$ cat src/rtl/rst_pkg.sv
// -----------------------------------------------------------------------------
// rst_pkg
// Shared definitions for the reset-sink block: FSM state encoding, the
// polarity keyword, default qualification/hold lengths and a helper that
// sizes the qualification/hold counter.
// No ports.
// -----------------------------------------------------------------------------
package rst_pkg;

    typedef enum logic [1:0] {
        IDLE   = 2'b00,
        QUAL   = 2'b01,
        ACTIVE = 2'b10,
        HOLD   = 2'b11
    } rst_sink_state_t;

    // ACTIVE_HIGH parameter value that selects a high-asserting rst_in
    localparam string RST_POL_HIGH = "YES";

    localparam int RST_MIN_LEN_DEF  = 4;
    localparam int RST_HOLD_LEN_DEF = 16;

    // Counter must hold the larger of the two lengths
    function automatic int rst_cnt_w(input int min_len, input int hold_len);
        int mx;
        mx = (min_len > hold_len) ? min_len : hold_len;
        return $clog2(mx + 1);
    endfunction

endpackage

$ cat src/rtl/rst_sync_chain.sv
// -----------------------------------------------------------------------------
// rst_sync_chain
// Plain flop chain used to bring an asynchronous level into the clk domain.
// On rst every stage loads RST_VAL so the chain comes up holding a known
// (normally the deasserted) level.
//
// Ports:
//   clk  - sampling clock
//   rst  - synchronous, active-high reset of the chain
//   d    - asynchronous input level
//   q    - synchronized level, STAGES cycles behind d
// -----------------------------------------------------------------------------
module rst_sync_chain #(
    parameter int   STAGES  = 2,
    parameter logic RST_VAL = 1'b0
) (
    input  logic clk,
    input  logic rst,
    input  logic d,
    output logic q
);

    logic [STAGES-1:0] sr;

    always_ff @(posedge clk) begin
        if (rst) begin
            sr <= {STAGES{RST_VAL}};
        end else begin
            sr <= {sr[STAGES-2:0], d};
        end
    end

    assign q = sr[STAGES-1];

endmodule

$ cat src/rtl/rst_sink.sv
// -----------------------------------------------------------------------------
// rst_sink
// Receiving end of the reset distribution path. Synchronizes a raw reset
// request of configurable polarity, rejects requests shorter than MIN_LEN
// samples and stretches accepted requests by HOLD_LEN cycles. Drives a clean,
// registered, active-high rst_out plus status.
//
// Build option:
//   RST_SINK_SYNC_EN  defined   -> rst_in passes through a SYNC_STAGES-deep
//                                  synchronizer.
//                     undefined -> rst_in is taken as already synchronous to
//                                  clk; SYNC_STAGES is not used.
//
// Ports:
//   clk      - single clock for the whole block
//   rst      - block reset, synchronous, active-high
//   rst_in   - raw reset request, polarity set by ACTIVE_HIGH
//   rst_out  - conditioned reset, synchronous, active-high, registered
//   ready    - high when rst_out is low and the FSM is idle
//   glitch   - one-cycle pulse when a request is rejected as too short
//   evt_cnt  - saturating count of accepted requests
//
// state  | meaning
// -------+-----------------------------------------------------------------
// IDLE   | no request; rst_out low, ready high
// QUAL   | request seen, counting consecutive asserted samples
// ACTIVE | request accepted; rst_out high while the request persists
// HOLD   | request released; rst_out stretched for HOLD_LEN cycles
// -----------------------------------------------------------------------------
module rst_sink
    import rst_pkg::*;
#(
    parameter string ACTIVE_HIGH = "YES",
    parameter int    SYNC_STAGES = 2,
    parameter int    MIN_LEN     = RST_MIN_LEN_DEF,
    parameter int    HOLD_LEN    = RST_HOLD_LEN_DEF,
    parameter int    CNT_W       = 8
) (
    input  logic             clk,
    input  logic             rst,
    input  logic             rst_in,
    output logic             rst_out,
    output logic             ready,
    output logic             glitch,
    output logic [CNT_W-1:0] evt_cnt
);

    localparam bit POL_HIGH = (ACTIVE_HIGH == RST_POL_HIGH);
    localparam int CW       = rst_cnt_w(MIN_LEN, HOLD_LEN);

    localparam logic [CW-1:0]    MIN_C  = CW'(MIN_LEN);
    localparam logic [CW-1:0]    HOLD_C = CW'(HOLD_LEN);
    localparam logic [CW-1:0]    CNT_1  = CW'(1);
    localparam logic [CNT_W-1:0] EVT_MAX = {CNT_W{1'b1}};

    logic raw_s;
    logic req;

`ifdef RST_SINK_SYNC_EN
    // Chain resets to the deasserted level so that leaving rst never looks
    // like a fresh request.
    localparam logic IDLE_LVL = POL_HIGH ? 1'b0 : 1'b1;

    rst_sync_chain #(
        .STAGES  (SYNC_STAGES),
        .RST_VAL (IDLE_LVL)
    ) u_sync (
        .clk (clk),
        .rst (rst),
        .d   (rst_in),
        .q   (raw_s)
    );
`else
    assign raw_s = rst_in;
`endif

    assign req = POL_HIGH ? raw_s : ~raw_s;

    rst_sink_state_t state_q, state_d;
    logic [CW-1:0]   cnt_q, cnt_d;
    logic [CW-1:0]   cnt_inc;
    logic            evt_inc;
    logic            glitch_d;

    logic             rst_out_q;
    logic             ready_q;
    logic             glitch_q;
    logic [CNT_W-1:0] evt_q;

    assign cnt_inc = cnt_q + CNT_1;

    always_comb begin
        state_d  = state_q;
        cnt_d    = cnt_q;
        evt_inc  = 1'b0;
        glitch_d = 1'b0;

        case (state_q)
            IDLE: begin
                if (req) begin
                    if (MIN_LEN == 1) begin
                        state_d = ACTIVE;
                        cnt_d   = '0;
                        evt_inc = 1'b1;
                    end else begin
                        state_d = QUAL;
                        cnt_d   = CNT_1;
                    end
                end
            end

            QUAL: begin
                if (req) begin
                    // cnt_q holds the samples counted so far; this one makes cnt_inc
                    if (cnt_inc >= MIN_C) begin
                        state_d = ACTIVE;
                        cnt_d   = '0;
                        evt_inc = 1'b1;
                    end else begin
                        cnt_d = cnt_inc;
                    end
                end else begin
                    state_d  = IDLE;
                    cnt_d    = '0;
                    glitch_d = 1'b1;
                end
            end

            ACTIVE: begin
                if (!req) begin
                    state_d = HOLD;
                    cnt_d   = CNT_1;
                end
            end

            HOLD: begin
                // Re-assertion while stretching continues the same event
                if (req) begin
                    state_d = ACTIVE;
                    cnt_d   = '0;
                end else if (cnt_q >= HOLD_C) begin
                    state_d = IDLE;
                    cnt_d   = '0;
                end else begin
                    cnt_d = cnt_inc;
                end
            end

            default: begin
                state_d = HOLD;
                cnt_d   = '0;
            end
        endcase
    end

    // Outputs are registered from the next-state so that rst_out and ready
    // change on the same edge as the state they describe.
    always_ff @(posedge clk) begin
        if (rst) begin
            state_q   <= HOLD;
            cnt_q     <= '0;
            rst_out_q <= 1'b1;
            ready_q   <= 1'b0;
            glitch_q  <= 1'b0;
            evt_q     <= '0;
        end else begin
            state_q   <= state_d;
            cnt_q     <= cnt_d;
            rst_out_q <= (state_d == ACTIVE) || (state_d == HOLD);
            ready_q   <= (state_d == IDLE);
            glitch_q  <= glitch_d;
            if (evt_inc && (evt_q != EVT_MAX)) begin
                evt_q <= evt_q + CNT_W'(1);
            end
        end
    end

    assign rst_out = rst_out_q;
    assign ready   = ready_q;
    assign glitch  = glitch_q;
    assign evt_cnt = evt_q;

endmodule

$ cat config.mk
export PLATFORM = sky130hd
export DESIGN_NAME = rst_sink
export DESIGN_NICKNAME = d
export VERILOG_FILES = /design/src/rtl/rst_pkg.sv /design/src/rtl/rst_sync_chain.sv /design/src/rtl/rst_sink.sv
export SDC_FILE = /design/constraint.sdc
export NUM_CORES = 1
export LEC_CHECK = 0
export ABC_AREA = 0
export CAP_MARGIN = 5
export CORE_MARGIN = 5
export CORE_UTILIZATION = 51
export CTS_CLUSTER_SIZE = 20
export DETAILED_ROUTE_END_ITERATION = 8
export HOLD_SLACK_MARGIN = 0.02
export PLACE_DENSITY = 0.75
export SLEW_MARGIN = 30
export SYNTH_ARGS = -nofsm -noshare
export SYNTH_HDL_FRONTEND = slang
export SYNTH_HIERARCHICAL = 1
export SYNTH_SLANG_ARGS = --single-unit
$ cat constraint.sdc
create_clock -name clk -period 2.1 [get_ports clk]
set_input_delay 0.315 -clock clk [delete_from_list [all_inputs] [get_ports clk]]
set_output_delay 0.315 -clock clk [all_outputs]
set_load 0.1 [all_outputs]
==> results.json <==
{
  "post-synth-top-count-cell": "dfxtp_1",
  "fin_skew_ns": 0.0114,
  "required_ns": 2.33,
  "grt_max_degree": 12,
  "drt_iter0_markers": 12,
  "nets": 133,
  "numClockSinks": 17,
  "drc_errors": 0,
  "arrival_ns": 2.15,
  "tightestPinTransition_ns": 0.580,
  "yosys_warnings": 6,
  "hold_buffers": 0,
  "slew_headroom": 0.611,
  "power_density_nw_per_um2": 489,
  "synth_nets": 110,
  "clock_path_buffers": 2,
  "synthesis.area_um2": 900,
  "synth.top_cell.area_share": 0.378,
  "rsz0062_at_grt": "no",
  "fp.dieW_um": 52,
  "postPlaceCellArea_um2": 1080,
  "hold_viol": 0,
  "ys_ff_latch": 17,
  "hold_class": "register to register",
  "async_flop_share": 0,
  "end_kind": "register",
  "clkTransAtPathRegs_ns": 0.11,
  "status": "completed",
  "cts_setup_buffers": 0,
  "row_count": 15,
  "htree_levels": 1,
  "die_y_um": 52,
  "syn_inst": 104,
  "initial_core_util": 0.527,
  "worst-path-max-fanout": 9,
  "max_freq_ghz": 0.521,
  "startpoint_type": "register",
  "antennaDiodeCount": 0,
  "holdWs_ns": 0.513,
  "drv_cap": 0,
  "syn2layout_area_growth_pct": 23.8,
  "cts_buffers": 3,
  "power.leakage_nw": 0.453,
  "io_pins": 14,
  "ant_nets": 0,
  "synth_edf_count": 0,
  "grt_pass1_vias": 762,
  "track_usage": 0.151,
  "synthFlopType": "dfxtp_1",
  "avgSynthCellArea_um2": 8.65,
  "first_pass_iters": 4,
  "clk_latency_ns": 0.29,
  "grt_antenna_before_repair": 0,
  "slew_viol_final": 0,
  "critical_path_class": "register to register",
  "gr-total-overflow": 0,
  "drive_gt1_frac": 0.270,
  "yosys.area.top_type": "dfxtp_1",
  "io_buffers": 13,
  "num_vias": 824,
  "synth_cell_types": 39,
  "wire_per_inst_um": 12.2,
  "coreArea_um2": 1710,
  "grt_pass1_wl_mm": 3.06,
  "cts_resized": 1,
  "cts_tree": "built",
  "cts_root_buffer": "clkbuf_4",
  "fin_area_um2": 1110,
  "viasPerCell": 5.46,
  "synthTopCellsByArea": "dfxtp_1, ha_1, nand2_1",
  "dpl.hpwl_mm": 1.43,
  "finalCritPeriodShare": 0.914,
  "fin_util": 0.652,
  "synth_common_cells": "dfxtp_1, nand2_1, nor2_1",
  "vdd.ir_drop.worst_mv": 0.329,
  "finalSetupViolCount": 0,
  "drt-total-wl_mm": 1.84,
  "fin_tns_setup_ns": 0,
  "globalplace.congestion": 0.932,
  "die_area_um2": 2700,
  "seq_area_frac_synth": 0.378,
  "period_needed_ns": 1.92
}
[metrics by stage]
stage	power [W]	setup slack, ns	std cells
floorplan	0.000359	-0.00488	104
global placement	0.000376	0.0113	147
detailed placement	0.000377	-0.0372	147
CTS	0.000553	0.183	151
global route	0.000574	0.0920	151
finish	0.000545	0.181	151
[layout make-up]
class                      instances  area [µm²]
clock buffer                       3        22.5
fill                             155         594
tap                               25        31.3
inverter                           4        15.0
clock inverter                     1        5.00
multi-input combinational         79         526
sequential                        17         344
timing repair buffer              22         170
[where the power goes]
part	leakage (nW)	switching [W]	internal [W]
clock	0.0177	0.000104	0.0000708
combinational	0.297	0.0000217	0.0000184
sequential	0.138	0.00000418	0.000326
total	0.453	0.000130	0.000415
[registers in the layout, summed over array words and instances (netlist names)]
signal   flops
evt_cnt      8
cnt_q        5
state_q      2
glitch       1
ready        1
[cells in the final DEF, fill, tap and decap left out, drive strengths merged, types with 4 or more instances in the layout]
cell,count
buf,20
dfxtp,17
nor2,10
nand2,10
a21oi,7
nor2b,6
nand3,5
inv,4
[worst max-delay path: stages (launching register included)]
cell and delay, ns:
dfxtp_1 0.34, ha_1 0.22, and2_1 0.18, a21oi_1 0.23, o31ai_2 0.17, buf_4 0.18
or4_1 0.40, a21oi_1 0.15
[cells by family after synthesis]
logic type / count (synthesis) / share of synthesized area
xor gates and xnor gates: 2 / 0.0195
DFF: 17 / 0.378
adders and majority gates: 3 / 0.0417
AOI/OAI and AO/OA: 23 / 0.179
and+or+nand+nor: 47 / 0.289
muxes: 4 / 0.0487
buffers and inverters: 8 / 0.0431
[layer usage]
layer / track usage / vias up / share of wire
met1: 0.163 / 382 / 0.44
li1: - / 423 / -
met5: 0 / - / 0
met4: 0.0786 / 0 / 0.016
met3: 0.0372 / 4 / 0.039
met2: 0.268 / 15 / 0.50
[final timing paths]
kind	cells past startpoint	slack, ns	startpoint	to
worst max register to register	7	0.18	cnt_q[0]	evt_cnt[7]
worst min register to register	2	0.51	evt_cnt[3]	evt_cnt[3]
worst min-delay path	2	0.51	evt_cnt[3]	evt_cnt[3]
worst max-delay path	7	0.18	cnt_q[0]	evt_cnt[7]
Power figures use the tool's default switching activity.
